**src/rtl/rr_arbiter8.sv**
```systemverilog
// rr_arbiter8: registered 8-way round-robin arbiter; each grant is held until it
// is acknowledged or TIMEOUT cycles pass, then the priority pointer moves past the winner.
module rr_arbiter8 #(
  parameter int TIMEOUT = 15,
  parameter int CW = 8
) (
  input  logic       clk,
  input  logic       reset,
  input  logic [7:0] req,
  input  logic       gnt_ack,
  output logic [0:7] gnt,
  output logic [2:0] gnt_idx,
  output logic       gnt_valid,
  output logic       timeout
);
  typedef enum logic {IDLE, GRANT} state_t;
  state_t state;
  logic [2:0] ptr;
  logic [2:0] pick;
  logic [CW-1:0] holdCnt;
  // Scan from the furthest offset down so the offset nearest ptr wins.
  always_comb begin
    pick = ptr;
    for (int k = 7; k >= 0; k--)
      pick = req[ptr + 3'(k)] ? ptr + 3'(k) : pick;
  end
  always_ff @(posedge clk) begin
    if (reset) begin
      state <= IDLE;
      gnt <= '0;
      gnt_idx <= '0;
      gnt_valid <= 1'b0;
      timeout <= 1'b0;
      ptr <= '0;
      holdCnt <= '0;
    end else begin
      timeout <= 1'b0;
      if (state == IDLE) begin
        if (|req) begin
          state <= GRANT;
          gnt <= 8'b1000_0000 >> pick;
          gnt_idx <= pick;
          gnt_valid <= 1'b1;
          holdCnt <= '0;
        end
      end else if (gnt_ack || holdCnt == CW'(TIMEOUT - 1)) begin
        state <= IDLE;
        gnt <= '0;
        gnt_idx <= '0;
        gnt_valid <= 1'b0;
        ptr <= gnt_idx + 3'd1;
        timeout <= !gnt_ack;
      end else begin
        holdCnt <= holdCnt + 1'b1;
      end
    end
  end
endmodule

```
**config.mk**
```make
export PLATFORM = sky130hd
export DESIGN_NAME = rr_arbiter8
export DESIGN_NICKNAME = d
export VERILOG_FILES = /design/src/rtl/rr_arbiter8.sv
export SDC_FILE = /design/constraint.sdc
export NUM_CORES = 1
export LEC_CHECK = 0
export CORE_ASPECT_RATIO = 1.5
export CORE_MARGIN = 1.5
export CORE_UTILIZATION = 55
export CTS_CLUSTER_DIAMETER = 80
export CTS_CLUSTER_SIZE = 8
export DETAILED_ROUTE_END_ITERATION = 8
export PLACE_DENSITY = 0.82
export SLEW_MARGIN = 20
export SYNTH_ARGS = -nofsm -noshare
export SYNTH_HDL_FRONTEND = slang
export SYNTH_SLANG_ARGS = --single-unit
```
**constraint.sdc**
```tcl
create_clock -name clk -period 3.9 [get_ports clk]
set_clock_uncertainty 0.15 [all_clocks]
set_input_delay 0.585 -clock clk [delete_from_list [all_inputs] [get_ports clk]]
set_output_delay 0.585 -clock clk [all_outputs]
set_load 0.005 [all_outputs]
```
Word level (Yosys, flattened, before mapping). Cells that the tools add are included.

Shift operators: 1. Eq/ne operators: 3. Reductions and logical operators: 8. Multiplexer cells: 39. Bitwise operators: 2. $lt $le $gt $ge: 8. $add $sub $neg: 9.

Operators by type and width (count): 8-bit 2-to-1 mux (6); 3-bit 2-to-1 mux (11); 3-bit by 4-bit less-than comparator with 1-bit output, second input constant (8); 1-bit binary-select mux with 3-bit select (8); 1-bit 2-to-1 mux (14); 3-bit adder, second input constant (4); 8-bit by 1-bit adder with 8-bit output, second input constant (1); 8-bit by 4-bit == test with 1-bit output, second input constant (1); 8-bit OR reduction (1); 8-bit by 3-bit right shift with 8-bit output, first input constant (1); 3-bit by 1-bit adder with 3-bit output, second input constant (2); 3-bit by 2-bit adder with 3-bit output, second input constant (2); 2-bit AND reduction (3); 3-bit OR reduction (1); 2-bit by 1-bit != test with 1-bit output, second input constant (1); 2-bit != test, second input constant (1); 1-bit inverter (2); 2-bit nonzero test (1); 1-bit zero test (1); 1-bit logical OR (1).

Bits in registers: 25. Word-level logic and storage cells: 77.

Longest topological paths before layout. Gate-level depths: netlist (run 1).

Depth in word-level cells: 14. Mapped depth: 13. Depth with buffers taken out: 9.

Worst setup path before layout (run 1). OpenSTA, ideal clock, no wires.

Kind: reg-to-reg. Start: register ptr[1]. End: register gnt[4] in the netlist's numbering. Required time: 3633 ps. Period minus slack after synthesis: 3331 ps. Slack: 569 ps. Data arrival time: 3064 ps. Buffers on the path: 4. Stages on the path, launching flop included: 13. Path through: dfxtp_1 buf_2 inv_1 clkbuf_1 ha_1 buf_4 buf_6 mux2i_1 mux4_2 or2_1 a2111o_1 and3_1 a32o_1.

Longest elaborated chain between the ends: 14. Elaborated cells on any way between the ends: 34. Those cells by class: add/sub (7); shift (1); mux (26).

RTL lines: from (decl) (RTL line 18) `logic [2:0] ptr;`; from (signal assigned) (RTL line 51) `ptr <= gnt_idx + 3'd1;`; 3-bit adder (RTL line 25) `pick = req[ptr + 3'(k)] ? ptr + 3'(k) : pick;`; 1-bit binary-select mux with 3-bit select (RTL line 25); 1-bit 2-to-1 mux (not written as such) (RTL line 25); 3-bit 2-to-1 mux (7 in series) (RTL line 25); 3-bit 2-to-1 mux * (RTL line 25); 8-bit by 3-bit right shift with 8-bit output * (RTL line 41) `gnt <= 8'b1000_0000 >> pick;`; 8-bit 2-to-1 mux * (RTL line 39) `if (|req) begin`; 8-bit 2-to-1 mux * (RTL line 38) `if (state == IDLE) begin`; to (signal assigned) (RTL line 41); to (decl) (RTL line 11) `output logic [0:7] gnt,`.

Every way passes the cells marked *; elsewhere a longest branch is shown, timed or not. The select of a mux whose other input is x is not followed. A chain may end at the register's enable or synchronous reset.

Worst setup path after layout (run 1).
Start: register ptr[0]. End: register gnt[4] in the netlist's numbering.

Same word-level chain as after synthesis.

==> results.sh, run 1 <==
export IMPL_status="completed"
export IMPL_syn_inst=245
export IMPL_peakVddDrop_v=0.000314
export IMPL_die_area_um2=4340
export IMPL_clockBufferDepth=2
export IMPL_yosysUniqueCellTypes=62
export IMPL_diodes=0
export IMPL_drtIter0Drc=65
export IMPL_cp_start_kind="flip-flop"
export IMPL_start_util=0.584
export IMPL_async_flop_share=0
export IMPL_clk_latency_ns=0.28
export IMPL_clockRootBuffer="clkbuf_8"
export IMPL_hold_viol_final=0
export IMPL_ios=24
export IMPL_yosys_warnings=0
export IMPL_ant_nets=0
export IMPL_cts_htree_levels=1
export IMPL_ys_seq_area_frac=0.231
export IMPL_viasPerCell=6.57
export IMPL_total_power_uw=751
export IMPL_crit_type="flip-flop to flip-flop"
export IMPL_p_per_area_nw_per_um2=309
export IMPL_grt_start_max_net_pins=35
export IMPL_nFillCells=324
export IMPL_wl_um=5160
export IMPL_hold_buffers=0
export IMPL_path_max_fanout=10
export IMPL_rows=27
export IMPL_drc=0
export IMPL_post_route_period_util=0.860
export IMPL_rsz0062_at_grt="false"
export IMPL_core_area_um2=3720
export IMPL_cts_resized=0
export IMPL_p_leak_uw=0.000835
export IMPL_path_cells="clkinv_1, ha_1, buf_4, mux2i_1, mux4_2, nor2b_1, a32o_1, a311oi_1, a221oi_2, a32o_1"
export IMPL_tns_ns=0
export IMPL_path_clk_slew_ns=0.09
export IMPL_seq_area_um2=500
export IMPL_synth_seq_cells=25
export IMPL_cp_data_required_time_ns=3.93
export IMPL_via_count=1971
export IMPL_grt_pass1_wl_um=8190
export IMPL_cpMaxStageDelayCell="mux4_2"
export IMPL_cts_tree="built"
export IMPL_multiInputGateArea_um2=1530
export IMPL_crit_top_cell="a32o_1"
export IMPL_crit_family="compound AO/OA/AOI/OAI gates"
export IMPL_slew_violations=0
export IMPL_period_needed_ns=3.35
export IMPL_wl_per_cell_um=17.2
export IMPL_final_net_count=274
export IMPL_fmax_mhz=298
export IMPL_setup_viol=0
export IMPL_slew_headroom=0.526
export IMPL_syn_to_final_growth_pct=11.9
export IMPL_synth_nets=261
export IMPL_cts_sinks=25
export IMPL_overflow=0
export IMPL_place_gp_congestion=0.893
export IMPL_hp_class="flip-flop to flip-flop"
export IMPL_cp_arrival_ns=3.39
export IMPL_fp_dieH_um=79.9
export IMPL_dr_pass1_iters=4
export IMPL_cts_setup_buffers=0
export IMPL_path_buf_inv=2
export IMPL_worst_pin_slew_ns=0.709
export IMPL_critical_path_max_stage_delay_ns=0.56
export IMPL_grt_pass1_vias=1850
export IMPL_cts_buffers=3
export IMPL_antenna_found_initial=0
export IMPL_drive_above_1_share=0.140
export IMPL_maxCapViolCount=0
export IMPL_synthesis_area_um2=2170
export IMPL_dp_hpwl_um=3760
export IMPL_syn_avg_cell_area_um2=8.85
export IMPL_cp_end_kind="flip-flop"
export IMPL_grt_usage=0.252
export IMPL_synth_edff_count=0
export IMPL_synth_flop_cell="dfxtp_1"
export IMPL_die_w_um=54.3
export IMPL_io_buffer_count=23
==> per-layer routing <==
metal | GRT usage | wire length [um] | up-vias | part of all wire
li1 | - | - | 972 | -
met1 | 0.294 | 2170 | 953 | 0.42
met2 | 0.424 | 2710 | 33 | 0.53
met3 | 0.0225 | 115 | 13 | 0.022
met4 | 0.153 | 161 | 0 | 0.031
met5 | 0 | 0 | - | 0
==> synthesized netlist by cell type (4+ instances only) <==
cell type  count  area (um^2)
buf_2          8         40.0
mux4_2        13          293
mux2_2         4         45.0
a21oi_1       15         75.1
mux2i_1       13          130
nor2_1        24         90.1
o21ai_0        4         20.0
clkbuf_1       7         26.3
a32o_1         5         50.1
inv_1          5         18.8
nand3_1        9         45.0
dfxtp_1       25          500
and3_1         5         31.3
ha_1           5         62.6
nor4_1         6         37.5
nand2_1       18         67.6
a22oi_1        4         30.0
o31ai_1        4         30.0
==> per-stage QoR <==
stage	hold WS (ns)	utilization	worst slack, ns	std cells	cell area (um^2)
floorplan	0.299	-	0.569	245	2170
global placement	0.291	0.640	0.397	296	2380
detailed placement	0.303	0.640	0.375	296	2380
CTS	0.317	0.653	0.549	300	2430
global route	0.340	0.653	0.359	300	2430
finish	0.312	0.653	0.546	300	2430
==> report_power, final <==
| group | leakage, uW | switching [uW] | internal [uW] |
|---|---|---|---|
| clock network | 0.0000217 | 89.9 | 72.8 |
| logic | 0.000610 | 159 | 144 |
| registers | 0.000203 | 14.8 | 271 |
| total | 0.000835 | 264 | 487 |
==> sequential cells by signal (all words and copies together) (netlist names) <==
| name | flops |
|---|---|
| timeout | 1 |
| gnt_idx | 3 |
| gnt_valid | 1 |
| holdCnt | 8 |
| gnt | 8 |
| ptr | 3 |
| state | 1 |
==> kinds of logic after synthesis <==
family / count (synthesis) / share of synthesized area
simple gates: 93 / 0.228
flops: 25 / 0.231
mux: 30 / 0.216
buf+inv: 27 / 0.0652
xor+xnor: 4 / 0.0196
fa+ha+maj: 5 / 0.0289
compound gates: 61 / 0.212
==> layout by cell type (no fill, tap or decap), drive strengths merged, types with 5 or more instances in the layout <==
cell type      instances
o21ai                  5
a21oi                 15
dfxtp                 25
a32o                   5
ha                     5
and3                   5
inv                    5
nand3                  9
clkdlybuf4s50         23
nor4                   6
nand2                 18
nor2                  24
buf                    6
mux4                  13
mux2i                 13
==> worst paths after layout <==
path / from / depth (start not counted) / slack, ns / end
worst min-delay path: gnt[2]$_SDFFE_PP0P_ / 2 / 0.31 / gnt[2]$_SDFFE_PP0P_
worst max-delay path: ptr[0]$_SDFFE_PP0P_ / 10 / 0.55 / gnt[4]$_SDFFE_PP0P_
worst min register to register: gnt[2]$_SDFFE_PP0P_ / 2 / 0.31 / gnt[2]$_SDFFE_PP0P_
worst max register to register: ptr[0]$_SDFFE_PP0P_ / 10 / 0.55 / gnt[4]$_SDFFE_PP0P_
==> cell type report <==
cell class,instances,share of cell area
well taps,43,0.0222
repair buffers,29,0.113
inverters,6,0.00928
clock buffers,3,0.0170
flip-flops and latches,25,0.206
clock inverters,1,0.00309
multi-input cells,193,0.629
==> worst reg2reg max path: cells and delay by family, from the launching register on <==
kind                     cells  cell delay, ns
AO/OA/AOI/OAI                4            1.00
multiplexers                 2            0.68
adder cells (fa/ha/maj)      1            0.54
buffers and inverters        2            0.38
flip-flops                   1            0.34
AND/OR/NAND/NOR              1            0.16
No activity file was read; power rests on OpenSTA's default activity.
==> inputs of run 2 (changes only) <==
--- a/config.mk
+++ b/config.mk
@@ -12,6 +12,7 @@
 export CTS_CLUSTER_SIZE = 8
 export DETAILED_ROUTE_END_ITERATION = 8
 export PLACE_DENSITY = 0.82
+export SETUP_SLACK_MARGIN = 0.15
 export SLEW_MARGIN = 20
 export SYNTH_ARGS = -nofsm -noshare
 export SYNTH_HDL_FRONTEND = slang
==> results of run 2 <==
The final DEF is identical to that of run 1; final timing and power are the same.
